===== config.mk =====
export PLATFORM = sky130hd
export DESIGN_NAME = mmcm_lock_supervisor
export DESIGN_NICKNAME = d
export VERILOG_FILES = /design/src/rtl/clocks_ctrl_pkg.sv /design/src/rtl/sync_block.sv /design/src/rtl/mmcm_lock_supervisor.sv
export SDC_FILE = /design/constraint.sdc
export NUM_CORES = 1
export LEC_CHECK = 0
export ABC_AREA = 0
export ABC_CLOCK_PERIOD_IN_PS = 2950
export CAP_MARGIN = 20
export CORE_MARGIN = 2
export CORE_UTILIZATION = 30
export CTS_BUF_LIST = sky130_fd_sc_hd__clkbuf_8 sky130_fd_sc_hd__clkbuf_16
export DETAILED_ROUTE_END_ITERATION = 10
export PLACE_DENSITY_LB_ADDON = 0.12
export SLEW_MARGIN = 20
export SYNTH_ARGS = -nofsm -noshare
export SYNTH_HDL_FRONTEND = slang
export SYNTH_SLANG_ARGS = --single-unit

===== constraint.sdc =====
create_clock -name clk -period 2.95 [get_ports clk]
set_input_delay 0.4425 -clock clk [delete_from_list [all_inputs] [get_ports clk]]
set_output_delay 0.4425 -clock clk [all_outputs]
set_load 0.1 [all_outputs]

===== src/rtl/clocks_ctrl_pkg.sv =====
// clocks_ctrl_pkg: supervisor state encodings and default bring-up timing constants.
package clocks_ctrl_pkg;

    typedef enum logic [2:0] {
        MMCM_RST  = 3'd0,
        WAIT_LOCK = 3'd1,
        STABLE    = 3'd2,
        IDLY_RST  = 3'd3,
        WAIT_IDLY = 3'd4,
        READY     = 3'd5,
        FAIL      = 3'd6
    } sup_state_e;

    localparam int DEF_MMCM_RST_CYCLES = 8;
    localparam int DEF_LOCK_TIMEOUT    = 65535;
    localparam int DEF_STABLE_CYCLES   = 1024;
    localparam int DEF_IDLY_RST_CYCLES = 16;
    localparam int DEF_IDLY_TIMEOUT    = 1024;
    localparam int DEF_MAX_RETRIES     = 3;
    localparam int DEF_CNT_W           = 16;

endpackage


===== src/rtl/sync_block.sv =====
// sync_block: two-flop synchroniser for a single asynchronous level.
module sync_block (
    input  logic clk,
    input  logic rst,
    input  logic d,
    output logic q
);

    logic meta_q;

    always_ff @(posedge clk or posedge rst) begin
        if (rst) begin
            meta_q <= 1'b0;
            q      <= 1'b0;
        end else begin
            meta_q <= d;
            q      <= meta_q;
        end
    end

endmodule


===== src/rtl/mmcm_lock_supervisor.sv =====
// mmcm_lock_supervisor: sequences MMCM reset/lock and IDELAYCTRL reset/ready,
// with timeouts, bounded retries, lock-loss restart and sticky failure status.
module mmcm_lock_supervisor
    import clocks_ctrl_pkg::*;
#(
    parameter int MMCM_RST_CYCLES = DEF_MMCM_RST_CYCLES,
    parameter int LOCK_TIMEOUT    = DEF_LOCK_TIMEOUT,
    parameter int STABLE_CYCLES   = DEF_STABLE_CYCLES,
    parameter int IDLY_RST_CYCLES = DEF_IDLY_RST_CYCLES,
    parameter int IDLY_TIMEOUT    = DEF_IDLY_TIMEOUT,
    parameter int MAX_RETRIES     = DEF_MAX_RETRIES,
    parameter int CNT_W           = DEF_CNT_W
) (
    input  logic       clk,
    input  logic       glbl_rst,
    input  logic       mmcm_locked,
    input  logic       idelayctrl_rdy,
    input  logic       restart,
    output logic       mmcm_rst,
    output logic       idelayctrl_rst,
    output logic       clocks_ready,
    output logic       fail,
    output logic [1:0] retry_cnt,
    output logic [2:0] state_dbg
);

    localparam logic [CNT_W-1:0] T_MRST   = CNT_W'(MMCM_RST_CYCLES - 1);
    localparam logic [CNT_W-1:0] T_LOCK   = CNT_W'(LOCK_TIMEOUT - 1);
    localparam logic [CNT_W-1:0] T_STABLE = CNT_W'(STABLE_CYCLES - 1);
    localparam logic [CNT_W-1:0] T_IRST   = CNT_W'(IDLY_RST_CYCLES - 1);
    localparam logic [CNT_W-1:0] T_IDLY   = CNT_W'(IDLY_TIMEOUT - 1);
    localparam logic [1:0]       MAXR     = 2'(MAX_RETRIES);

    logic             locked_s, rdy_s, failure;
    sup_state_e       state_q, state_d;
    logic [CNT_W-1:0] timer_q, timer_d;
    logic [1:0]       retry_q, retry_d;
    logic             fail_q, fail_d, mmcm_rst_q, mmcm_rst_d;
    logic             idly_rst_q, idly_rst_d, ready_q, ready_d;

    sync_block u_sync_lock (.clk(clk), .rst(glbl_rst), .d(mmcm_locked),    .q(locked_s));
    sync_block u_sync_rdy  (.clk(clk), .rst(glbl_rst), .d(idelayctrl_rdy), .q(rdy_s));

    always_comb begin
        state_d = state_q;
        retry_d = retry_q;
        fail_d  = fail_q;
        failure = 1'b0;
        case (state_q)
            MMCM_RST:  if (timer_q == T_MRST) state_d = WAIT_LOCK;
            WAIT_LOCK: if (locked_s) state_d = STABLE; else if (timer_q == T_LOCK) failure = 1'b1;
            STABLE:    if (!locked_s) failure = 1'b1; else if (timer_q == T_STABLE) state_d = IDLY_RST;
            IDLY_RST:  if (!locked_s) failure = 1'b1; else if (timer_q == T_IRST) state_d = WAIT_IDLY;
            WAIT_IDLY: if (!locked_s || (!rdy_s && timer_q == T_IDLY)) failure = 1'b1;
                       else if (rdy_s) state_d = READY;
            READY:     if (!locked_s) state_d = MMCM_RST;
            FAIL:      ;
            default:   state_d = MMCM_RST;
        endcase
        if (failure) begin
            state_d = (retry_q < MAXR) ? MMCM_RST : FAIL;
            retry_d = (retry_q < MAXR) ? retry_q + 2'd1 : retry_q;
            fail_d  = !(retry_q < MAXR);
        end
        if (state_d == READY && state_q != READY) retry_d = '0;
        if (restart) begin
            state_d = MMCM_RST;
            retry_d = '0;
            fail_d  = 1'b0;
        end
        // Saturate rather than wrap so a stuck state can never alias a short timeout.
        timer_d    = (restart || state_d != state_q) ? '0 : (&timer_q ? timer_q : timer_q + 1'b1);
        mmcm_rst_d = state_d == MMCM_RST || state_d == FAIL;
        idly_rst_d = state_d == MMCM_RST || state_d == IDLY_RST;
        ready_d    = state_d == READY;
    end

    always_ff @(posedge clk or posedge glbl_rst) begin
        if (glbl_rst) begin
            state_q    <= MMCM_RST;
            timer_q    <= '0;
            retry_q    <= '0;
            fail_q     <= 1'b0;
            mmcm_rst_q <= 1'b1;
            idly_rst_q <= 1'b1;
            ready_q    <= 1'b0;
        end else begin
            state_q    <= state_d;
            timer_q    <= timer_d;
            retry_q    <= retry_d;
            fail_q     <= fail_d;
            mmcm_rst_q <= mmcm_rst_d;
            idly_rst_q <= idly_rst_d;
            ready_q    <= ready_d;
        end
    end

    assign mmcm_rst       = mmcm_rst_q;
    assign idelayctrl_rst = idly_rst_q;
    assign clocks_ready   = ready_q;
    assign fail           = fail_q;
    assign retry_cnt      = retry_q;
    assign state_dbg      = state_q;

endmodule


# [Word level (Yosys, flattened, before mapping)]
# Cells that the tools add are included.
[classes] n_addsub=2 n_lt_le_gt_ge=1 eq_ne=17 n_mux=26 n_reduce_logical=17
[ops] operator="$mux W3" n=12
[ops] operator="$mux W16" n=2
[ops] operator="$pmux W3 S7" n=1
[ops] operator="$eq A3 B3 Y1 const B" n=6
[ops] operator="$add A16 B1 Y16 const B" n=1
[ops] operator="$eq A16 B10 Y1 const B" n=1
[ops] operator="$eq A16 B16 Y1 const B" n=1
[ops] operator="$eq A16 B3 Y1 const B" n=1
[ops] operator="$eq A16 B4 Y1 const B" n=1
[ops] operator="$reduce_and A16 Y1" n=1
[ops] operator="$eq A3 B2 Y1 const B" n=3
[ops] operator="$mux W2" n=4
[ops] operator="$logic_not A3 Y1" n=2
[ops] operator="$mux W1" n=6
[ops] operator="$reduce_bool A3 Y1" n=2
[ops] operator="$logic_or A1 B1 Y1" n=4
[ops] operator="$eq A3 B1 Y1 const B" n=1
[ops] operator="$logic_not A1 Y1" n=3
[ops] operator="$ne A3 B3 Y1" n=1
[ops] operator="$ne A3 B3 Y1 const B" n=1
[ops] operator="$pmux W1 S3" n=1
[ops] operator="$add A2 B1 Y2 const B" n=1
[ops] operator="$logic_and A1 B1 Y1" n=2
[ops] operator="$lt A2 B2 Y1 const B" n=1
[ops] operator="4 further kinds" n=4
[word_totals] ff_bits=29 out_inout_bits=9 word_cells=74

# [Logic depth before layout (Yosys ltp)]
# Gate-level depths: netlist of run 1.
[logic_depth] word_depth=10 depth_mapped=11

# [By module]
# A second synthesis of run 1 with hierarchy kept.
[hier_totals] hier_cells=190 area_unflattened_um2=1845.5
[by_module_without_submodules] mod="mmcm_lock_supervisor" n_inst=1 cells_each=184 area_each_um2=1737.9 seq_area_each_um2=628.1
[by_module_without_submodules] mod="sync_block" n_inst=2 cells_each=3 area_each_um2=53.8 seq_area_each_um2=50.0

# [Least setup slack after synthesis of run 1]
# OpenSTA, ideal clock, no wires.
[synth_timing] path_type="reg2reg" from="register state_q[2] (netlist: state_dbg[2])" to="register timer_q[0]" setup_ns=0.096 arrival_time_ns=2.976 required_ns=2.854 slack_ns=-0.122 path_stages_with_launch=10 path_buffers=2 period_less_slack_ns=3.072 cell_sequence="dfrtp_1 buf_2 or3b_1 a21oi_1 a21oi_1 a21oi_1 a31o_2 mux2_4 buf_6 nor4_2"
[synth_between] elab_chain_len=8
[synth_rtl] item="start, declared" line_no="mmcm_lock_supervisor.sv:35" rtl="sup_state_e state_q, state_d;"
[synth_rtl] item="start signal, assigned" line_no="mmcm_lock_supervisor.sv:88" rtl="state_q <= state_d;"
[synth_rtl] item="$eq A3 B2 Y1 (tied with other cells)" line_no="mmcm_lock_supervisor.sv:49" rtl="case (state_q)"
[synth_rtl] item="$reduce_or A2 Y1 (no source line) (tied with other cells)"
[synth_rtl] item="$pmux W1 S3 or $pmux W3 S7 (tied branches)" line_no="mmcm_lock_supervisor.sv:49"
[synth_rtl] item="$mux W3" line_no="mmcm_lock_supervisor.sv:60" rtl="if (failure) begin"
[synth_rtl] item="$mux W3" line_no="mmcm_lock_supervisor.sv:66" rtl="if (restart) begin"
[synth_rtl] item="$ne A3 B3 Y1 *" line_no="mmcm_lock_supervisor.sv:72" rtl="timer_d = (restart || state_d != state_q) ? '0 : (&timer_q ? timer_q : timer_q + 1'b1);"
[synth_rtl] item="$logic_or A1 B1 Y1 *" line_no="mmcm_lock_supervisor.sv:72"
[synth_rtl] item="$ne A2 B2 Y1 (no source line) or $mux W16 (tied branches)"
[synth_rtl] item="end signal, assigned" line_no="mmcm_lock_supervisor.sv:89" rtl="timer_q <= timer_d;"
[synth_rtl] item="end, declared" line_no="mmcm_lock_supervisor.sv:36" rtl="logic [CNT_W-1:0] timer_q, timer_d;"
# Mark *: on every way between the ends. The rest lies on a longest branch, timed or not.
# A chain may end at the register's enable or synchronous reset.

# [Worst setup path in the final report of run 1]
[layout_timing] from="register timer_q[0]" to="register timer_q[15]"
[layout_between] elab_chain_len=10
[layout_rtl] item="$eq A16 B10 Y1" line_no="mmcm_lock_supervisor.sv:52, mmcm_lock_supervisor.sv:54"
[layout_rtl] item="$logic_and A1 B1 Y1" line_no="mmcm_lock_supervisor.sv:54" rtl="WAIT_IDLY: if (!locked_s || (!rdy_s && timer_q == T_IDLY)) failure = 1'b1;"
[layout_rtl] item="$logic_or A1 B1 Y1" line_no="mmcm_lock_supervisor.sv:54"
[layout_rtl] item="$mux W3 or $mux W1 (tied branches)" line_no="mmcm_lock_supervisor.sv:54"
[layout_rtl] item="$pmux W3 S7 or $pmux W1 S3 (tied branches)" line_no="mmcm_lock_supervisor.sv:49"
[layout_rtl] item="$mux W3" line_no="mmcm_lock_supervisor.sv:60"
[layout_rtl] item="$mux W3" line_no="mmcm_lock_supervisor.sv:66"
[layout_rtl] item="$ne A3 B3 Y1" line_no="mmcm_lock_supervisor.sv:72"
[layout_rtl] item="$logic_or A1 B1 Y1" line_no="mmcm_lock_supervisor.sv:72"
[layout_rtl] item="$ne A2 B2 Y1 (no source line) or $mux W16 (tied branches)"
# Several ways; a longest one is shown, not always the timed one. The select of a mux whose other input is x is not followed.

==> results.md, run 1 <==
* Cell with the largest stage delay on the worst path: dfrtp_1
* Number of CTS-inserted buffers at 5
* Fraction of layout instances using a drive strength above 1 at 0.205
* Number of cells on the worst hold path at 0
* Cell types occupying the most area after synthesis: dfrtp_1 39%, nor4_2 5.8%, xnor2_1 5.1%
* Placed standard-cell area at 1930 sq um
* Number of cells after detailed placement at 259
* Worst slew margin at 0.718
* Net switching fraction of the power at 0.447
* Tcrit/Tclk final at 0.894
* Cell area after layout at 2010 sq um
* FMAX at 379 MHz
* Combined global-route utilization of all metal layers at 0.142
* Part of the power in the clock network at 0.206
* Lkg Pwr at 0.812 nW
* Fin. Hold Viols at 0
* Final nets at 202
* Required time of the critical path at 3130 ps
* Die ar. at 6390 sq um
* Die outline height at 79.9 um
* Clock period minus worst slack at 2640 ps
* Synthesized area divided by synthesized cell count at 9.82 sq um
* Setup crit end kind: flop
* Combinational fraction of design power at 0.447
* Setup TNS at 0 ps
* Cell Count, Final, Fillers Out at 267
* Number of flops mapped to enable cells by yosys at 0
* # resized after CTS at 0
* R2r endpoint: timer_q[15]
* Total inserted antenna cells at 0
* Portion of synthesized cell area occupied by the leading cell type at 0.391
* Max-slew violation count at 0
* Classification of the worst-slack hold path: flop to flop
* Pin count of the biggest net entering global routing at 30
* Cell area after synthesis at 1730 sq um
* Max-cap viol count at 0
* Ys Warns at 0
* Fraction of the yosys area taken by sequential cells at 0.421
* Startpoint of the most critical setup path: timer_q[0]
* X dimension of the die at 79.9 um
* Area grow syn2layout at 16.1%
* Buffers plus inverters on the worst setup path at 0
* Worst Reg2Reg Path Length in Cells at 8
* Depth of the critical timing path with buffers and inverters included at 8
* Post CTS Setup Buffer Count at 0
* # rows at 27
* Share of synthesized registers carrying an async set or reset at 1.00
* DRC errors left at 0
* Worst Setup Slack post-DPL at 304 ps
* Maximum fanout encountered on the critical timing path at 16
* Clock slew at reported path FFs at 60 ps
* Netlist cell types at 44
* RSZ-0062 raised after global routing: no
* Power Density at 731 nW/um^2
* Startpoint kind of the worst setup timing path: flop
* Post-route ant nets at 0
* Predominant post-synthesis flop cell: dfrtp_1
* Post-synthesis adder-cell area fraction at 0.0217
* I/O pin count at 14
* DR pass1 iterations at 4
* Avg WL per Cell at 14.9 um
* Synth Area in Compound Gates at 0.0941
* Reg2reg start: timer_q[0]
* DRT iter0 DRCs at 153
* Bufs on Longest Clock Path at 2
* CTS tree: yes
* Effective utilization at floorplan at 0.312
* Post-layout worst setup margin at 312 ps
* Total clock sinks at 29
* Synthesized netlist net count at 184
* Worst vdd ir at 381 uV
* Internal Dissipation at 0.812 mW
* Via count normalized by instance count at 5.27
* Detail Placement HPWL at 2.82 mm
* Dominant combinational cell family by area after synthesis: simple AND/OR/NAND/NOR gates
* Port Buf Inserts at 13
* Maximum clock skew at final layout at 6.22 ps
* Kind of critical path: flop to flop
* Count of H-tree levels built during CTS at 2
* Via count of the routed design at 1408
* Final wirelength at 3.97 mm
* Global-route wire length before repair at 6.99 mm
* Global placer's final weighted congestion at 0.806
* Net switching component of the power at 0.656 mW
* Cells traversed along the worst timing path: ha_1 -> nand3_1 -> nor3_4 -> nand4_2 -> and2_4 -> a31o_2 -> mux2_4 -> nor4_1
* Outcome: finished clean
* XOR/XNOR Fraction of Synth Area at 0.0760
* Root buffer cell: clkbuf_8
* Setup Viol. Count Final at 0
* Slew at the pin closest to its max-slew limit at 420 ps
* Post-synthesis share of cell area spent on and, or, nand and nor gates at 0.319
* Via count of the first global-routing pass at 1386
* Worst-case register-to-register setup slack at 310 ps
* Std-Cell Core Area at 5540 sq um
* Gate count of the mapped netlist at 176
* GRT overflow at 0
* Largest area contributor in the netlist: dfrtp_1
* Crit-path max cell delay at 430 ps
* Proportion of synthesized area in mux cells at 0.0203
* Antenna violations before repair at 0
* Sequential share of power at 0.346
* Cell class contributing the biggest share of worst-path delay: simple AND/OR/NAND/NOR gates
* Cts hold-fix bufs at 0
* Critical path arrival at 2820 ps
* Insertion delay to the later sink of the worst-skew pair at 290 ps
* Critical path destination: timer_q[15]
* Register bit total from synthesis at 29
layout make-up:
class	count	area [sq um]
Inverter	6	22.5
Clock inverter	3	11.3
Sequential cell	29	729
Tap cell	72	90.1
Multi-Input combinational cell	131	918
Fill cell	587	3530
Timing Repair Buffer	21	168
Clock buffer	5	68.8
cells in the mapped netlist, drive strengths merged (2+ instances only):
master,number
a31oi,3
dfrtp,27
nand4,8
nor4,19
a21oi,4
nor2,13
and2,2
o22ai,2
o21ai,6
nand2,11
o2111ai,2
and4,2
nand3,11
xor2,5
nor4b,2
ha,3
nor2b,2
dfstp,2
buf,9
inv,6
xnor2,10
nor3,8
nand2b,3
o21bai,2
mux2i,2
power groups by stage:
stage	sequential [mW]	combinational (mW)	clock, mW
floorplan	0.672	0.375	0
global route	0.518	0.706	0.333
global placement	0.514	0.644	0
detailed placement	0.515	0.660	0
CTS	0.509	0.661	0.310
finish	0.508	0.656	0.303
cell families (layout without fill, tap and decap cells):
kind of cell | Yosys count | after routing
flops | 29 | 29
buf+inv | 16 | 35
fa+ha+maj | 3 | 3
simple gates | 85 | 85
compound gates | 25 | 25
mux | 3 | 3
xor+xnor | 15 | 15
through the flow:
| step | utilization | hold slack (ps) | power, mW |
|---|---|---|---|
| after detailed placement | 0.348 | 336 | 1.18 |
| after global placement | 0.348 | 333 | 1.16 |
| after global routing | 0.362 | 363 | 1.56 |
| after floorplan | - | 331 | 1.05 |
| after CTS | 0.362 | 355 | 1.48 |
| final | 0.362 | 354 | 1.47 |
layout by cell type, fill, tap and decap left out, types with 5 or more instances in the layout:
cell type  count
buf_4         17
clkbuf_8       5
inv_1          9
dfrtp_1       26
nor4_2         8
nand3_1       11
xnor2_1       10
o21ai_0        6
nand2_1       11
xor2_1         5
nor3_1         7
nor4_1        11
nand4_1        6
nor2_1        13
worst min path at each step:
| stage | startpoint | to | slack, ps |
|---|---|---|---|
| 2_1_floorplan | u_sync_lock.meta_q | u_sync_lock.q | 330 |
| 3_3_place_gp | u_sync_lock.meta_q | u_sync_lock.q | 330 |
| 3_5_place_dp | u_sync_lock.meta_q | u_sync_lock.q | 340 |
| 4_1_cts | u_sync_rdy.meta_q | u_sync_rdy.q | 350 |
| 5_1_grt | u_sync_lock.meta_q | u_sync_lock.q | 360 |
| 6_report | u_sync_rdy.meta_q | u_sync_rdy.q | 350 |
state kept, by name (all words and copies together), names as in the netlist:
| name | count |
|---|---|
| timer_q | 16 |
| state_dbg | 3 |
| retry_cnt | 2 |
| clocks_ready | 1 |
| fail | 1 |
| idelayctrl_rst | 1 |
| mmcm_rst | 1 |
| u_sync_lock.meta_q | 1 |
| u_sync_lock.q | 1 |
| u_sync_rdy.meta_q | 1 |
| u_sync_rdy.q | 1 |
layer usage:
layer,up-vias,GRT usage,share of wire
li1,683,-,-
met1,697,0.197,0.48
met2,21,0.213,0.47
met3,7,0.0407,0.038
met4,0,0.0407,0.014
met5,-,0,0
(Power assumes the default switching activity.)
==> run 2: changes to the inputs <==
ABC_AREA = 1   (was 0)
==> run 2 against run 1 <==
Sequential share of layout area shrank 1.8 points; first-iteration DRC count down 63%; sequential cell count stayed put; critical path type unchanged; critical endpoint unchanged; largest cell class unchanged; largest power group is now sequential cells.
==> results.md, run 2 <==
* Combined global-route utilization of all metal layers at 0.137 (was 0.142)
* Area grow syn2layout at 16.4% (was 16.1%)
* Critical path arrival at 2610 ps (was 2820 ps)
* Worst slew margin at 0.711 (was 0.718)
* Bufs on Longest Clock Path at 2 (unchanged)
* RSZ-0062 raised after global routing: no (unchanged)
* Post CTS Setup Buffer Count at 0 (unchanged)
* Cts hold-fix bufs at 0 (unchanged)
* Via count normalized by instance count at 4.50 (was 5.27)
* I/O pin count at 14 (unchanged)
* Effective utilization at floorplan at 0.308 (was 0.312)
* Number of cells after detailed placement at 303 (was 259)
* Largest area contributor in the netlist: dfrtp_1 (unchanged)
* Setup TNS at 0 ps (unchanged)
* Setup Viol. Count Final at 0 (unchanged)
* Number of flops mapped to enable cells by yosys at 0 (unchanged)
* DRC errors left at 0 (unchanged)
* Final nets at 243 (was 202)
* Total power consumption of the routed design at 1.24 mW (was 1.47 mW)
* Die ar. at 6670 sq um (was 6390 sq um)
* Part of the power in the clock network at 0.361 (was 0.206)
* Port Buf Inserts at 13 (unchanged)
* Clock slew at reported path FFs at 70 ps (was 60 ps)
* Area taken by flip-flops and latches at 728 sq um (was 729 sq um)
* Classification of the worst-slack hold path: flop to flop (unchanged)
* Flip-flop count of the largest register after layout at 16 (unchanged)
* Share of synthesized registers carrying an async set or reset at 1.00 (unchanged)
* Post-route ant nets at 0 (unchanged)
* Via count of the routed design at 1399 (was 1408)
* Worst vdd ir at 230 uV (was 381 uV)
* Number of CTS-inserted buffers at 5 (unchanged)
* Insertion delay to the later sink of the worst-skew pair at 290 ps (about the same)
* Avg WL per Cell at 12.3 um (was 14.9 um)
* Combinational fraction of design power at 0.265 (was 0.447)
* Synthesized area divided by synthesized cell count at 8.38 sq um (was 9.82 sq um)
* Setup crit end kind: flop (unchanged)
* Most flops, register: timer_q (unchanged)
* FMAX at 416 MHz (was 379 MHz)
* Netlist cell types at 30 (was 44)
* Tcrit/Tclk final at 0.814 (was 0.894)
* Register bit total from synthesis at 29 (unchanged)
* Via count of the first global-routing pass at 1392 (was 1386)
* Maximum fanout encountered on the critical timing path at 16 (unchanged)
* Most instantiated cells after synthesis: 37 x nand2_1, 27 x dfrtp_1, 27 x nor2_1 (was 27 x dfrtp_1, 13 x nor2_1, 11 x nand2_1, 11 x nand3_1, 11 x nor4_1)
* Lkg Pwr at 0.999 nW (was 0.812 nW)
* Portion of synthesized cell area occupied by the leading cell type at 0.373 (was 0.391)
* Clock period minus worst slack at 2400 ps (was 2640 ps)
* Fill cell total of the finished layout at 628 (was 587)
* Synthesized netlist net count at 224 (was 184)
* Most repeated cell in the gate-level netlist after synthesis: nand2_1 (was dfrtp_1)
* Cell types occupying the most area after synthesis: dfrtp_1 37%, nand2_1 7.7%, nor2_4 7.5% (was dfrtp_1 39%, nor4_2 5.8%, xnor2_1 5.1%)
* Fraction of the yosys area taken by sequential cells at 0.402 (was 0.421)
* Gate count of the mapped netlist at 216 (was 176)
* Count of H-tree levels built during CTS at 2 (unchanged)
* Power Density at 587 nW/um^2 (was 731 nW/um^2)
* Footprint of the multi-input gates at 957 sq um (was 918 sq um)
* Net switching fraction of the power at 0.363 (was 0.447)
* CTS tree: yes (unchanged)
* Root buffer cell: clkbuf_8 (unchanged)
* Total clock sinks at 29 (unchanged)
* Most frequent cells in the layout: 37 x nand2_1, 27 x nor2_1, 27 x dfrtp_1, 20 x inv_1, 20 x nand3_1 (was 26 x dfrtp_1, 17 x buf_4, 13 x nor2_1)
* Kind of critical path: flop to flop (unchanged)
* Outcome: finished clean (unchanged)
* Pin count of the biggest net entering global routing at 30 (unchanged)
* Cell area after synthesis at 1810 sq um (was 1730 sq um)
* DRT iter0 DRCs at 56 (was 153)
* Std-Cell Core Area at 5890 sq um (was 5540 sq um)
* Global placer's final weighted congestion at 0.845 (was 0.806)
* Die outline height at 81.7 um (was 79.9 um)
* Global-route wire length before repair at 6.77 mm (was 6.99 mm)
* DR pass1 iterations at 4 (unchanged)
* Total inserted antenna cells at 0 (unchanged)
* Predominant post-synthesis flop cell: dfrtp_1 (unchanged)
* Detail Placement HPWL at 2.82 mm (about the same)
* Sequential share of power at 0.374 (was 0.346)
* Cell Count, Final, Fillers Out at 311 (was 267)
* Maximum clock skew at final layout at 7.67 ps (was 6.22 ps)
* Max-slew violation count at 0 (unchanged)
* Net switching component of the power at 0.449 mW (was 0.656 mW)
* GRT overflow at 0 (unchanged)
* Internal Dissipation at 0.788 mW (was 0.812 mW)
* Max-cap viol count at 0 (unchanged)
* Fin. Hold Viols at 0 (unchanged)
* # resized after CTS at 0 (unchanged)
* Core utilization of the finished layout at 0.358 (was 0.362)
* Startpoint kind of the worst setup timing path: flop (unchanged)
* Ys Warns at 0 (unchanged)
* X dimension of the die at 81.7 um (was 79.9 um)
* Final wirelength at 3.83 mm (was 3.97 mm)
* # rows at 28 (was 27)
* Required time of the critical path at 3160 ps (was 3130 ps)
* Slew at the pin closest to its max-slew limit at 429 ps (was 420 ps)
* Antenna violations before repair at 0 (unchanged)
* Commonest non-fill, non-tap cell in the layout: nand2_1 (was dfrtp_1)
* Fraction of layout instances using a drive strength above 1 at 0.237 (was 0.205)
[run 2: stage by stage]
stage | hold WS, ps | cell area [sq um] | setup slack, ps
global placement | 332 | 1990 | 621
finish | 353 | 2110 | 548
floorplan | 331 | 1810 | 459
CTS | 356 | 2110 | 497
detailed placement | 339 | 1990 | 533
global route | 359 | 2110 | 302
[run 2: area by class of cell]
type	count	area share
clock buffers	6	0.0392
clock inverters	2	0.0178
flip-flops and latches	29	0.345
well taps	75	0.0445
multi-input cells	160	0.454
repair buffers	14	0.0546
inverters	25	0.0445
[run 2: cell families after synthesis]
| family | count (synthesis) | share of synthesized area |
|---|---|---|
| AOI/OAI and AO/OA | 17 | 0.0505 |
| and+or+nand+nor | 129 | 0.404 |
| adders and majority gates | 3 | 0.0207 |
| buffers and inverters | 27 | 0.0691 |
| xor gates and xnor gates | 11 | 0.0532 |
| DFF | 29 | 0.402 |
[run 2: layer usage]
metal / wire, um / GRT usage
met5: 0 / 0
met3: 91 / 0.0330
met1: 1920 / 0.188
met2: 1750 / 0.206
met4: 64 / 0.0550
[run 2: final timing paths]
check / from / end / slack, ps / cells after the start
min: u_sync_rdy.meta_q / u_sync_rdy.q / 350 / 0
min in group asynchronous: glbl_rst / state_dbg[0] / 520 / 3
max: timer_q[1] / timer_q[15] / 550 / 13
max in group asynchronous: glbl_rst / mmcm_rst / 2110 / 3
min reg2reg: u_sync_rdy.meta_q / u_sync_rdy.q / 350 / 0
max reg2reg: timer_q[1] / timer_q[15] / 550 / 13
[run 2: power by group through the flow]
stage	logic, mW	clock network (mW)	registers [mW]
after global placement	0.333	0	0.468
after global routing	0.360	0.479	0.466
after CTS	0.335	0.460	0.462
final	0.328	0.447	0.462
after detailed placement	0.334	0	0.469
after floorplan	0.199	0	0.559
[run 2: critical path: stages (launching register included)]
cell     delay (ps)
dfrtp_1         400
ha_1            250
nand2_2         100
nor2_4          200
nand2_1          90
nor2_2          130
nand3_1         110
nand3_2         130
nand2_4         100
nand2_2          90
nor2_1           50
nor2_2          150
nand3_4         330
nor2_1          190
